<file path="src/rtl/clint_arb.sv">
// clint_arb: multi-source core-local interrupt arbiter. Picks between
// synchronous traps, level-sensitive external sources and MRET, then walks
// the mepc/mstatus/mcause CSR writes before a one-cycle redirect.
module clint_arb #(
    parameter int NUM_SRC        = 8,
    parameter int CPU_WIDTH      = 32,
    parameter int CSR_ADDR_WIDTH = 12,
    parameter int CAUSE_BASE     = 16
) (
    input  logic                      clk,
    input  logic                      rst,
    input  logic [NUM_SRC-1:0]        int_src_i,
    input  logic [NUM_SRC-1:0]        int_en_i,
    input  logic [CPU_WIDTH-1:0]      wb_inst_i,
    input  logic [CPU_WIDTH-1:0]      wb_inst_addr_i,
    input  logic [CPU_WIDTH-1:0]      irq_epc_i,
    input  logic [CPU_WIDTH-1:0]      csr_mtvec,
    input  logic [CPU_WIDTH-1:0]      csr_mepc,
    input  logic [CPU_WIDTH-1:0]      csr_mstatus,
    output logic                      we_o,
    output logic [CSR_ADDR_WIDTH-1:0] waddr_o,
    output logic [CPU_WIDTH-1:0]      data_o,
    output logic                      hold_flag_o,
    output logic                      int_assert_o,
    output logic [CPU_WIDTH-1:0]      int_addr_o,
    output logic [NUM_SRC-1:0]        int_ack_o
);

    localparam int IDX_W = (NUM_SRC > 1) ? $clog2(NUM_SRC) : 1;

    localparam logic [CPU_WIDTH-1:0] INST_ECALL  = CPU_WIDTH'(32'h0000_0073);
    localparam logic [CPU_WIDTH-1:0] INST_EBREAK = CPU_WIDTH'(32'h0010_0073);
    localparam logic [CPU_WIDTH-1:0] INST_MRET   = CPU_WIDTH'(32'h3020_0073);

    localparam logic [CSR_ADDR_WIDTH-1:0] ADDR_MSTATUS = CSR_ADDR_WIDTH'(12'h300);
    localparam logic [CSR_ADDR_WIDTH-1:0] ADDR_MEPC    = CSR_ADDR_WIDTH'(12'h341);
    localparam logic [CSR_ADDR_WIDTH-1:0] ADDR_MCAUSE  = CSR_ADDR_WIDTH'(12'h342);

    localparam logic [CPU_WIDTH-1:0] CAUSE_ECALL  = CPU_WIDTH'(11);
    localparam logic [CPU_WIDTH-1:0] CAUSE_EBREAK = CPU_WIDTH'(3);
    localparam logic [CPU_WIDTH-1:0] CAUSE_BASE_W = CPU_WIDTH'(CAUSE_BASE);
    localparam logic [CPU_WIDTH-1:0] ASYNC_FLAG   = {1'b1, {(CPU_WIDTH-1){1'b0}}};

    typedef enum logic [2:0] {
        IDLE,
        W_MEPC,
        W_MSTATUS,
        W_MCAUSE,
        ASSERT,
        R_MSTATUS,
        R_ASSERT
    } state_t;

    state_t               state_q, state_d;
    logic [CPU_WIDTH-1:0] epc_q, epc_d;
    logic [CPU_WIDTH-1:0] cause_q, cause_d;
    logic                 is_async_q, is_async_d;
    logic [IDX_W-1:0]     idx_q, idx_d;

    logic [NUM_SRC-1:0]   pend;
    logic [IDX_W-1:0]     win_idx;
    logic                 sync_req;
    logic                 async_req;
    logic                 mret_req;
    logic [CPU_WIDTH-1:0] trap_base;
    logic [CPU_WIDTH-1:0] vec_off;

    // Classify the incoming request and find the lowest-indexed pending source; held off during reset
    always_comb begin
        pend    = int_src_i & int_en_i;
        win_idx = '0;
        for (int i = NUM_SRC - 1; i >= 0; i--) begin
            if (pend[i]) begin
                win_idx = IDX_W'(i);
            end
        end
        sync_req  = !rst && ((wb_inst_i == INST_ECALL) || (wb_inst_i == INST_EBREAK));
        async_req = !rst && (|pend) && csr_mstatus[3];
        mret_req  = !rst && (wb_inst_i == INST_MRET);
    end

    // Next-state logic; trap context is captured only on the IDLE detection edge
    always_comb begin
        state_d    = state_q;
        epc_d      = epc_q;
        cause_d    = cause_q;
        is_async_d = is_async_q;
        idx_d      = idx_q;
        case (state_q)
            IDLE: begin
                if (sync_req) begin
                    state_d    = W_MEPC;
                    epc_d      = wb_inst_addr_i;
                    cause_d    = (wb_inst_i == INST_ECALL) ? CAUSE_ECALL : CAUSE_EBREAK;
                    is_async_d = 1'b0;
                    idx_d      = '0;
                end else if (async_req) begin
                    state_d    = W_MEPC;
                    epc_d      = irq_epc_i;
                    cause_d    = ASYNC_FLAG | (CAUSE_BASE_W + CPU_WIDTH'(win_idx));
                    is_async_d = 1'b1;
                    idx_d      = win_idx;
                end else if (mret_req) begin
                    state_d = R_MSTATUS;
                end
            end
            W_MEPC:    state_d = W_MSTATUS;
            W_MSTATUS: state_d = W_MCAUSE;
            W_MCAUSE:  state_d = ASSERT;
            ASSERT:    state_d = IDLE;
            R_MSTATUS: state_d = R_ASSERT;
            R_ASSERT:  state_d = IDLE;
            default:   state_d = IDLE;
        endcase
    end

    // Output decode of the registered state; mtvec/mstatus/mepc are used live in their cycle
    always_comb begin
        we_o         = 1'b0;
        waddr_o      = '0;
        data_o       = '0;
        int_assert_o = 1'b0;
        int_addr_o   = '0;
        int_ack_o    = '0;
        hold_flag_o  = (state_q != IDLE) || sync_req || async_req || mret_req;
        trap_base    = {csr_mtvec[CPU_WIDTH-1:2], 2'b00};
        vec_off      = (CAUSE_BASE_W + CPU_WIDTH'(idx_q)) << 2;
        case (state_q)
            W_MEPC: begin
                we_o    = 1'b1;
                waddr_o = ADDR_MEPC;
                data_o  = epc_q;
            end
            W_MSTATUS: begin
                we_o      = 1'b1;
                waddr_o   = ADDR_MSTATUS;
                data_o    = csr_mstatus;
                data_o[7] = csr_mstatus[3];
                data_o[3] = 1'b0;
            end
            W_MCAUSE: begin
                we_o    = 1'b1;
                waddr_o = ADDR_MCAUSE;
                data_o  = cause_q;
            end
            ASSERT: begin
                int_assert_o = 1'b1;
                int_addr_o   = ((csr_mtvec[1:0] == 2'b01) && is_async_q) ? (trap_base + vec_off)
                                                                         : trap_base;
                if (is_async_q) begin
                    for (int i = 0; i < NUM_SRC; i++) begin
                        int_ack_o[i] = (idx_q == IDX_W'(i));
                    end
                end
            end
            R_MSTATUS: begin
                we_o      = 1'b1;
                waddr_o   = ADDR_MSTATUS;
                data_o    = csr_mstatus;
                data_o[3] = csr_mstatus[7];
                data_o[7] = 1'b1;
            end
            R_ASSERT: begin
                int_assert_o = 1'b1;
                int_addr_o   = csr_mepc;
            end
            default: ;
        endcase
    end

    // State and latched trap context; reset aborts any sequence in flight
    always_ff @(posedge clk or posedge rst) begin
        if (rst) begin
            state_q    <= IDLE;
            epc_q      <= '0;
            cause_q    <= '0;
            is_async_q <= 1'b0;
            idx_q      <= '0;
        end else begin
            state_q    <= state_d;
            epc_q      <= epc_d;
            cause_q    <= cause_d;
            is_async_q <= is_async_d;
            idx_q      <= idx_d;
        end
    end

endmodule

</file>
<file path="config.mk">
export PLATFORM = sky130hd
export DESIGN_NAME = clint_arb
export DESIGN_NICKNAME = d
export VERILOG_FILES = /design/src/rtl/clint_arb.sv
export SDC_FILE = /design/constraint.sdc
export NUM_CORES = 1
export LEC_CHECK = 0
export ABC_AREA = 0
export CAP_MARGIN = 30
export CORE_AREA = 3 3 113 115
export CTS_CLUSTER_SIZE = 25
export DETAILED_ROUTE_END_ITERATION = 10
export DIE_AREA = 0 0 116 118
export PLACE_DENSITY = 0.77
export SYNTH_ARGS = -nofsm -noshare
export SYNTH_HDL_FRONTEND = slang
export SYNTH_SLANG_ARGS = --single-unit
</file>
<file path="constraint.sdc">
create_clock -name clk -period 2.7 [get_ports clk]
set_input_delay 0.27 -clock clk [delete_from_list [all_inputs] [get_ports clk]]
set_output_delay 0.27 -clock clk [all_outputs]
set_load 0.02 [all_outputs]
</file>
# Word level (Yosys, flattened, before mapping)
# Index checks and enable logic that the tools add are counted.
dict set report op_classes {
  bitwise 1
  n_mux 29
  reduce_logical 19
  addsub 3
  n_eq_ne 18
}
# cell count
set op_table {}
lappend op_table {{$mux 32} 5}
lappend op_table {{$pmux 32 s4} 1}
lappend op_table {{$pmux 32 s2} 1}
lappend op_table {{$mux 3} 13}
lappend op_table {{$add 32x8->32} 1}
lappend op_table {{$eq 32x21->1 const B} 1}
lappend op_table {{$eq 32x30->1 const B} 1}
lappend op_table {{$eq 32x7->1 const B} 1}
lappend op_table {{$pmux 10 s3} 1}
lappend op_table {{$eq 3x3->1 const B} 7}
lappend op_table {{$mux 8} 2}
lappend op_table {{$pmux 3 s5} 1}
lappend op_table {{$add 5x3->6 const A} 2}
lappend op_table {{$eq 3x2->1 const B} 4}
lappend op_table {{$and 8x8->8} 1}
lappend op_table {{$reduce_or 8->1} 1}
lappend op_table {{$eq 3x1->1 const B} 2}
lappend op_table {{$logic_not 3->1} 2}
lappend op_table {{$logic_and 1x1->1} 5}
lappend op_table {{$logic_or 1x1->1} 4}
lappend op_table {{$mux 1} 4}
lappend op_table {{$mux 4} 1}
lappend op_table {{$ne 4x4->1 const B} 1}
lappend op_table {{$reduce_or 2->1} 2}
lappend op_table {{6 further kinds} 6}
dict set report word_totals {
  register_bits 71
  output_inout_bits 87
  input_bits 210
}

# Depth between registers and ports, before layout
# Gate-level depths: netlist of run 1.
dict set report depth {
  word_depth 12
  ltp_mapped 8
}

# Worst setup path before layout of run 1
# Ideal clock, no wire load.
dict set report synth_path {
  kind {in2reg}
  startpoint {in rst}
  endpoint {reg epc_q[0]}
  t_required_ps 2577
  t_arrival_ps 2461
  stages 6
  slack_ps 116
  path_cell_list {inv_1 o211ai_1 or3b_1 buf_2 buf_4 o221a_2}
}
dict set report synth_between {
  elab_chain_len 5
  word_cells_on_any_way 7
  classes_between {1 x mux; 6 x reduce/logical}
}
# item line
set synth_rtl {}
lappend synth_rtl {{start, declared} 11} ;# input logic rst,
lappend synth_rtl {{$logic_not 1->1 (no line) (*)} -}
lappend synth_rtl {{$logic_and 1x1->1 (2 in series)} 78} ;# async_req = !rst && (|pend) && csr_mstatus[3];
lappend synth_rtl {{$reduce_bool 2->1 (no line)} -}
lappend synth_rtl {{$reduce_and 2->1 (no line)} -}
lappend synth_rtl {{end signal, assigned} 181} ;# epc_q <= epc_d;
lappend synth_rtl {{end, declared} 55} ;# logic [CPU_WIDTH-1:0] epc_q, epc_d;
# Every way passes the cells marked *; elsewhere a longest branch is shown, timed or not.
# A chain may end at the register's enable or synchronous reset.

# Worst setup path in the final report of run 1
dict set report layout_path {
  startpoint {in csr_mtvec[11]}
  endpoint {out int_addr_o[27]}
}
dict set report layout_between {
  elab_chain_len 3
}
# item line
set layout_rtl {}
lappend layout_rtl {{start, declared} 17} ;# input logic [CPU_WIDTH-1:0] csr_mtvec,
lappend layout_rtl {{$add 32x8->32} 148} ;# int_addr_o = ((csr_mtvec[1:0] == 2'b01) && is_async_q) ? (trap_base + vec_off)
lappend layout_rtl {{$mux 32} 148}
lappend layout_rtl {{$pmux 32 s2} 128} ;# case (state_q)
lappend layout_rtl {{end, declared} 25} ;# output logic [CPU_WIDTH-1:0] int_addr_o,
# Every way passes these cells.

==> results of run 1 <==
cell usage after synthesis, types with 3 or more instances:
master    count
a21oi_1      32
nor4_1       14
a21o_1        3
o21ai_0      37
or3_1        36
nor4b_1       3
inv_1        11
ha_1          3
a22oi_1       6
a31oi_1       3
buf_4        13
clkbuf_1     30
nand2_1      32
nor2_1       26
and2_1        3
a22o_1       26
nor3b_1       3
nand4_1       4
nand2b_1      4
xnor2_1      24
nor3_1       11
mux2i_1       3
and3b_1       3
nand3_1       7
mux2_2        6
o221a_2      32
and4_1        5
buf_2         5
dfrtp_1      42
flip-flops by register name, summed over array words and instances (netlist names):
signal and flops:
cause_q 5, epc_q 32, state_q 3, idx_q 2
report_power, final:
group	internal [µW]	switching, µW	leakage [µW]
Sequential	931	228	0.000479
Combinational	2010	2070	0.00248
Clock	436	226	0.0000771
per-stage QoR:
stage | total power (µW) | worst slack, ns | TNS, ns
floorplan | 3360 | 0.116 | 0
global placement | 5160 | -0.595 | -10.53
detailed placement | 5230 | -0.672 | -11.57
CTS | 5870 | -0.186 | -0.199
global route | 6260 | -0.131 | -0.405
finish | 5900 | -0.0843 | -0.0843
area by class of cell:
cell class	instances	area (µm²)	share of cell area (%)
clock buffer	6	129	1.71
clock inverter	2	37.5	0.499
inverter	12	45.0	0.598
multi-input combinational	365	2730	36.3
sequential	42	1050	14.0
tap	147	184	2.44
timing repair buffer	351	3350	44.5
worst max-delay path, cell delays in order:
cell             delay [ns]
clkdlybuf4s50_1        0.50
nand3_1                0.16
or3_4                  0.36
or3_4                  0.36
or4_4                  0.48
a31oi_1                0.20
buf_4                  0.17
routing by layer:
metal | wire (µm) | share of wire, %
met5 | 0 | 0
met4 | 319 | 1.8
met3 | 1620 | 9.1
met2 | 9490 | 53
met1 | 6330 | 36
how the worst min path moves through the flow:
stage	slack, ns	endpoint	startpoint	cells past startpoint
after floorplan	0.45	cause_q[3]	wb_inst_i[20]	2
after global placement	0.50	cause_q[0]	cause_q[0]	1
after detailed placement	0.52	cause_q[0]	cause_q[0]	1
after CTS	0.54	cause_q[0]	cause_q[0]	1
after global routing	0.56	cause_q[0]	cause_q[0]	1
final	0.53	cause_q[0]	cause_q[0]	1
logic make-up after synthesis:
logic type,after synthesis,synth area share (%)
and+or+nand+nor,165,24.4
AOI/OAI and AO/OA,154,30.1
adders and majority gates,4,1.51
buffers and inverters,61,7.67
other,1,0.0987
DFF,42,27.6
muxes,9,2.57
xor gates and xnor gates,26,5.99
repair_timing:
item                                    4_1_cts  5_1_grt
setup buffers                                 0        2
pin swaps                                     1       18
resized for setup                           108       47
endpoints found under the setup margin       28       55
hold endpoints to repair                      0        0
==> run_results.csv, run 1 <==
group,metric,value,unit
floorplanning,die_x,116,µm
timing,tightestPinTransition,0.530,ns
synthesis,syn_inst,462,
grt,grt.busiest_layer,"met2",
cts,clock_latency,0.28,ns
grt,grt_overflow,0,
cts,cts_tree,"built",
synthesis,synth_top_area_share,27.6,%
placement,dp_hpwl,14000,µm
critical_path,cp.required,2.43,ns
synthesis,synth_edf_count,0,
finish,finalInstanceArea,7530,µm²
grt,gr-usage-met1,25.5,%
placement,dp_cells,915,
timing,rsz0062_at_grt,"true",
route,firstDrtPassIters,5,
floorplanning,core_area,11900,µm²
floorplanning,die_area,13700,µm²
timing,hold_slack,0.533,ns
synthesis,yosysTopAreaCell,"dfrtp_1",
timing,setup_slack,-0.0843,ns
cts,clock-sinks,42,
cts,cts_buffers,5,
synthesis,synth_area_leaders,"dfrtp_1, o221a_2, a22o_1",
grt,grt_util_met3,6.68,%
route,viasPerCell,5.45,
critical_path,crit_path_end,"int_addr_o[27]",
timing,hold_viol,0,
critical_path,crit_start,"csr_mtvec[11]",
timing,finalSetupViolCount,1,
floorplanning,ios,297,
synthesis,synth_cell_types,58,
synthesis,synth-async-reset-ratio,100,%
floorplanning,initial_core_util,31.9,%
cts,clk_pin_slew,0.05,ns
synthesis,syn_avg_cell_area,8.23,µm²
route,first_iter_violations,370,
grt,grt_max_degree,53,
floorplanning,die_y,118,µm
placement,gp_congestion,0.951,
route,drc,0,
route,routedWlPerCell,19.2,µm
finish,mostFrequentLayoutCells,"clkdlybuf4s50_1, buf_4, dfrtp_1",
finish,final_core_utilization,63.2,%
critical_path,reg2regPathDepth,6,
cts,hold_buffers,0,
run_status,violations,"negative setup slack",
grt,antenna_found_initial,0,
critical_path,cp-end-kind,"primary output",
critical_path,cp.arrival,2.51,ns
critical_path,crit_type,"in -> out",
route,ant_nets,0,
critical_path,critPathMaxFanout,2,
route,num_vias,5043,
timing,slew-limit-headroom,64.7,%
critical_path,cp-start-kind,"primary input",
finish,mostFrequentLayoutCell,"clkdlybuf4s50_1",
placement,dpl_cell_area,7150,µm²
cts,htreeDepth,2,
finish,antenna_cells,0,
power,cellPowerDensity,784,nW/µm²
critical_path,worstReg2RegEnd,"epc_q[5]",
worst_hold_path,hold_class,"reg -> reg",
timing,period_share,103,%
finish,drive_gt1_share,20.4,%
run_status,status,"complete, but fails checks",
flow_run,max-cap-violations,0,
critical_path,regToRegSetupSlack,0.49,ns
route,drt_wl_total,17800,µm
synthesis,synth_warnings,0,
synthesis,synth_seq_cells,42,
timing,min_period,2.78,ns
timing,skew,0.00854,ns
grt,track_usage,23.9,%
finish,syn_to_final_growth,98.1,%
finish,fillers,944,
grt,use_met2,45.9,%
synthesis,ys_seq_area_share,27.6,%
synthesis,synth_ff_type,"dfrtp_1",
grt,grt_pass1_wl,26500,µm
timing,slew_viol_final,0,
grt,grt_pass1_vias,5206,
timing,fmax,359,MHz
cts,ctsRootBufferMaster,"clkbuf_16",
finish,nNetsFinal,991,
cts,clockBufferDepth,2,
finish,fin_cells,925,
synthesis,synth.cell_area,3800,µm²
power,ir_drop,0.546,mV
critical_path,rr_startpoint,"state_q[0]",
placement,io_buffers,289,
power,leakage,0.00303,µW
floorplanning,rows,40,
No activity file was read; power rests on OpenSTA's default activity.
==> inputs of run 2 (changes only) <==
CORE_AREA = 3 3 115 117   (was 3 3 113 115)
CTS_CLUSTER_SIZE = default   (was 25)
DIE_AREA = 0 0 118 120   (was 0 0 116 118)
PLACE_DENSITY = 0.75   (was 0.77)
clock period = 3.6 ns   (was 2.7 ns; I/O delays follow)
==> run_results.csv, run 2 (same netlist as run 1, synthesis figures left out) <==
group,metric,value,unit
placement,io_buffers,289,
floorplanning,die_x,118,µm
finish,reg_top3,"epc_q x32, cause_q x5, state_q x3",
placement,pre_cts_ws,0.0741,ns
critical_path,worst_path_most_repeated_cell,"clkdlybuf4s50_1",
cts,clock-sinks,42,
route,ant_nets,0,
critical_path,crit_type,"in -> out",
cts,htreeDepth,2,
grt,track_usage,22.3,%
critical_path,critPathSlowestCell,"clkdlybuf4s50_1",
cts,clock_latency,0.28,ns
placement,gp_congestion,0.877,
grt,grt_max_degree,54,
critical_path,critPathMaxFanout,12,
route,drc,0,
floorplanning,core_area,12500,µm²
route,drt_wl_total,16700,µm
timing,tns,0,ns
route,met3_length,1360,µm
placement,dp_cells,900,
grt,grt_pass1_vias,4973,
finish,antenna_cells,0,
critical_path,path_cells,"clkdlybuf4s50_1, ha_1, a21o_1, a31oi_1, buf_4, nor4_1, xnor2_1, a21oi_1, clkdlybuf4s50_1",
power,cellPowerDensity,605,nW/µm²
critical_path,worstReg2RegEnd,"epc_q[31]",
finish,nNetsFinal,949,
floorplanning,die_y,120,µm
critical_path,cp_slowest_stage_delay,0.64,ns
floorplanning,ios,297,
run_status,status,"finished, final reports clean",
timing,slew-limit-headroom,46.2,%
critical_path,cp.required,3.24,ns
cts,cts_setup_buffers,0,
floorplanning,rows,41,
timing,skew,0.0123,ns
timing,tightestPinTransition,0.806,ns
critical_path,cp-start-kind,"primary input",
grt,grt_overflow,0,
finish,mostFrequentLayoutCell,"clkdlybuf4s50_1",
critical_path,rr_startpoint,"state_q[1]",
finish,drive_gt1_share,9.92,%
timing,hold_viol,0,
finish,fin_cells,908,
finish,largest_reg_flops,32,
critical_path,crit_start,"csr_mtvec[3]",
placement,dp_hpwl,13600,µm
critical_path,crit_path_end,"int_addr_o[17]",
route,firstDrtPassIters,5,
finish,finalInstanceArea,7010,µm²
route,num_vias,4785,
critical_path,cp.arrival,3.04,ns
flow_run,max-cap-violations,0,
power,ir_drop,0.456,mV
route,top_layer_used,"met4",
placement,dpl_cell_area,6850,µm²
timing,period_share,94.5,%
route,wl_met2,8720,µm
critical_path,reg2regPathDepth,5,
timing,rsz0062_at_grt,"false",
route,routedWlPerCell,18.4,µm
route,first_iter_violations,260,
route,viasPerCell,5.27,
timing,finalSetupViolCount,0,
cts,clockBufferDepth,2,
finish,top_register,"epc_q",
critical_path,cp-end-kind,"primary output",
timing,setup_slack,0.198,ns
floorplanning,initial_core_util,30.5,%
cts,cts_tree,"built",
critical_path,regToRegSetupSlack,1.36,ns
timing,min_period,3.40,ns
worst_hold_path,hold_class,"reg -> reg",
timing,fmax,294,MHz
finish,syn_to_final_growth,84.4,%
cts,clk_pin_slew,0.05,ns
route,wl_met1,6390,µm
cts,cts_buffers,5,
grt,grt_pass1_wl,25700,µm
grt,antenna_found_initial,0,
timing,slew_viol_final,0,
power,leakage,0.00263,µW
finish,mostFrequentLayoutCells,"clkdlybuf4s50_1, dfrtp_1, o21ai_0",
cts,ctsRootBufferMaster,"clkbuf_16",
floorplanning,die_area,14200,µm²
[run 2: changes by cell type in the layout (fill, tap and decap cells not counted), moves of 5 or more]
| cell | change |
|---|---|
| nor4_1 | +11 |
| buf_6 | -6 |
| clkdlybuf4s50_1 | +34 |
| dlymetal6s2s_1 | -5 |
| buf_2 | -10 |
| dlygate4sd2_1 | -8 |
| nor4_4 | -7 |
| buf_4 | -42 |
[run 2: final cells by class]
cell class	count	area (µm²)
Multi-Input combinational cell	365	2500
Clock inverter	3	21.3
Clock buffer	5	125
Inverter	12	45.0
Tap cell	172	215
Fill cell	1113	5460
Timing Repair Buffer	309	3060
Sequential cell	42	1050
[run 2: worst min path at each step]
| stage | cells past startpoint | slack [ns] | end | startpoint |
|---|---|---|---|---|
| global placement | 1 | 0.51 | cause_q[0] | cause_q[0] |
| CTS | 1 | 0.55 | cause_q[1] | cause_q[1] |
| finish | 2 | 0.55 | cause_q[3] | cause_q[3] |
| detailed placement | 1 | 0.53 | cause_q[1] | cause_q[1] |
| floorplan | 1 | 0.47 | cause_q[1] | cause_q[1] |
| global route | 1 | 0.56 | cause_q[1] | cause_q[1] |
[run 2: timing repair]
| action | in CTS | in global routing |
|---|---|---|
| setup endpoints to repair | 0 | 5 |
| endpoints found under the hold margin | 0 | 0 |
| gates resized for setup | 0 | 5 |
| hold buffers | 0 | 0 |
[run 2: per-layer routing]
metal	vias up	track usage [%]
met3	21	6.64
met1	2247	24.3
met2	227	42.5
met4	0	5.20
met5	-	0
li1	2290	-
[run 2: critical path: cells and delay by family]
| kind | cells | cell delay [ns] |
|---|---|---|
| xor gates and xnor gates | 1 | 0.14 |
| AOI/OAI and AO/OA | 3 | 0.44 |
| and+or+nand+nor | 1 | 0.45 |
| adders and majority gates | 1 | 0.32 |
| buffers and inverters | 3 | 1.34 |
[run 2: power by group]
group / switching [µW] / total (µW) / internal (µW)
clock network: 186 / 443 / 257
logic: 1470 / 2910 / 1440
registers: 191 / 888 / 697
total: 1850 / 4240 / 2400
[run 2: per-stage QoR]
step | power, µW | hold WS [ns] | utilization [%]
6_report | 4240 | 0.553 | 56.2
5_1_grt | 4510 | 0.562 | 56.2
4_1_cts | 4280 | 0.551 | 56.1
3_5_place_dp | 3810 | 0.526 | 55.0
3_3_place_gp | 3780 | 0.512 | 55.0
2_1_floorplan | 2520 | 0.475 | -
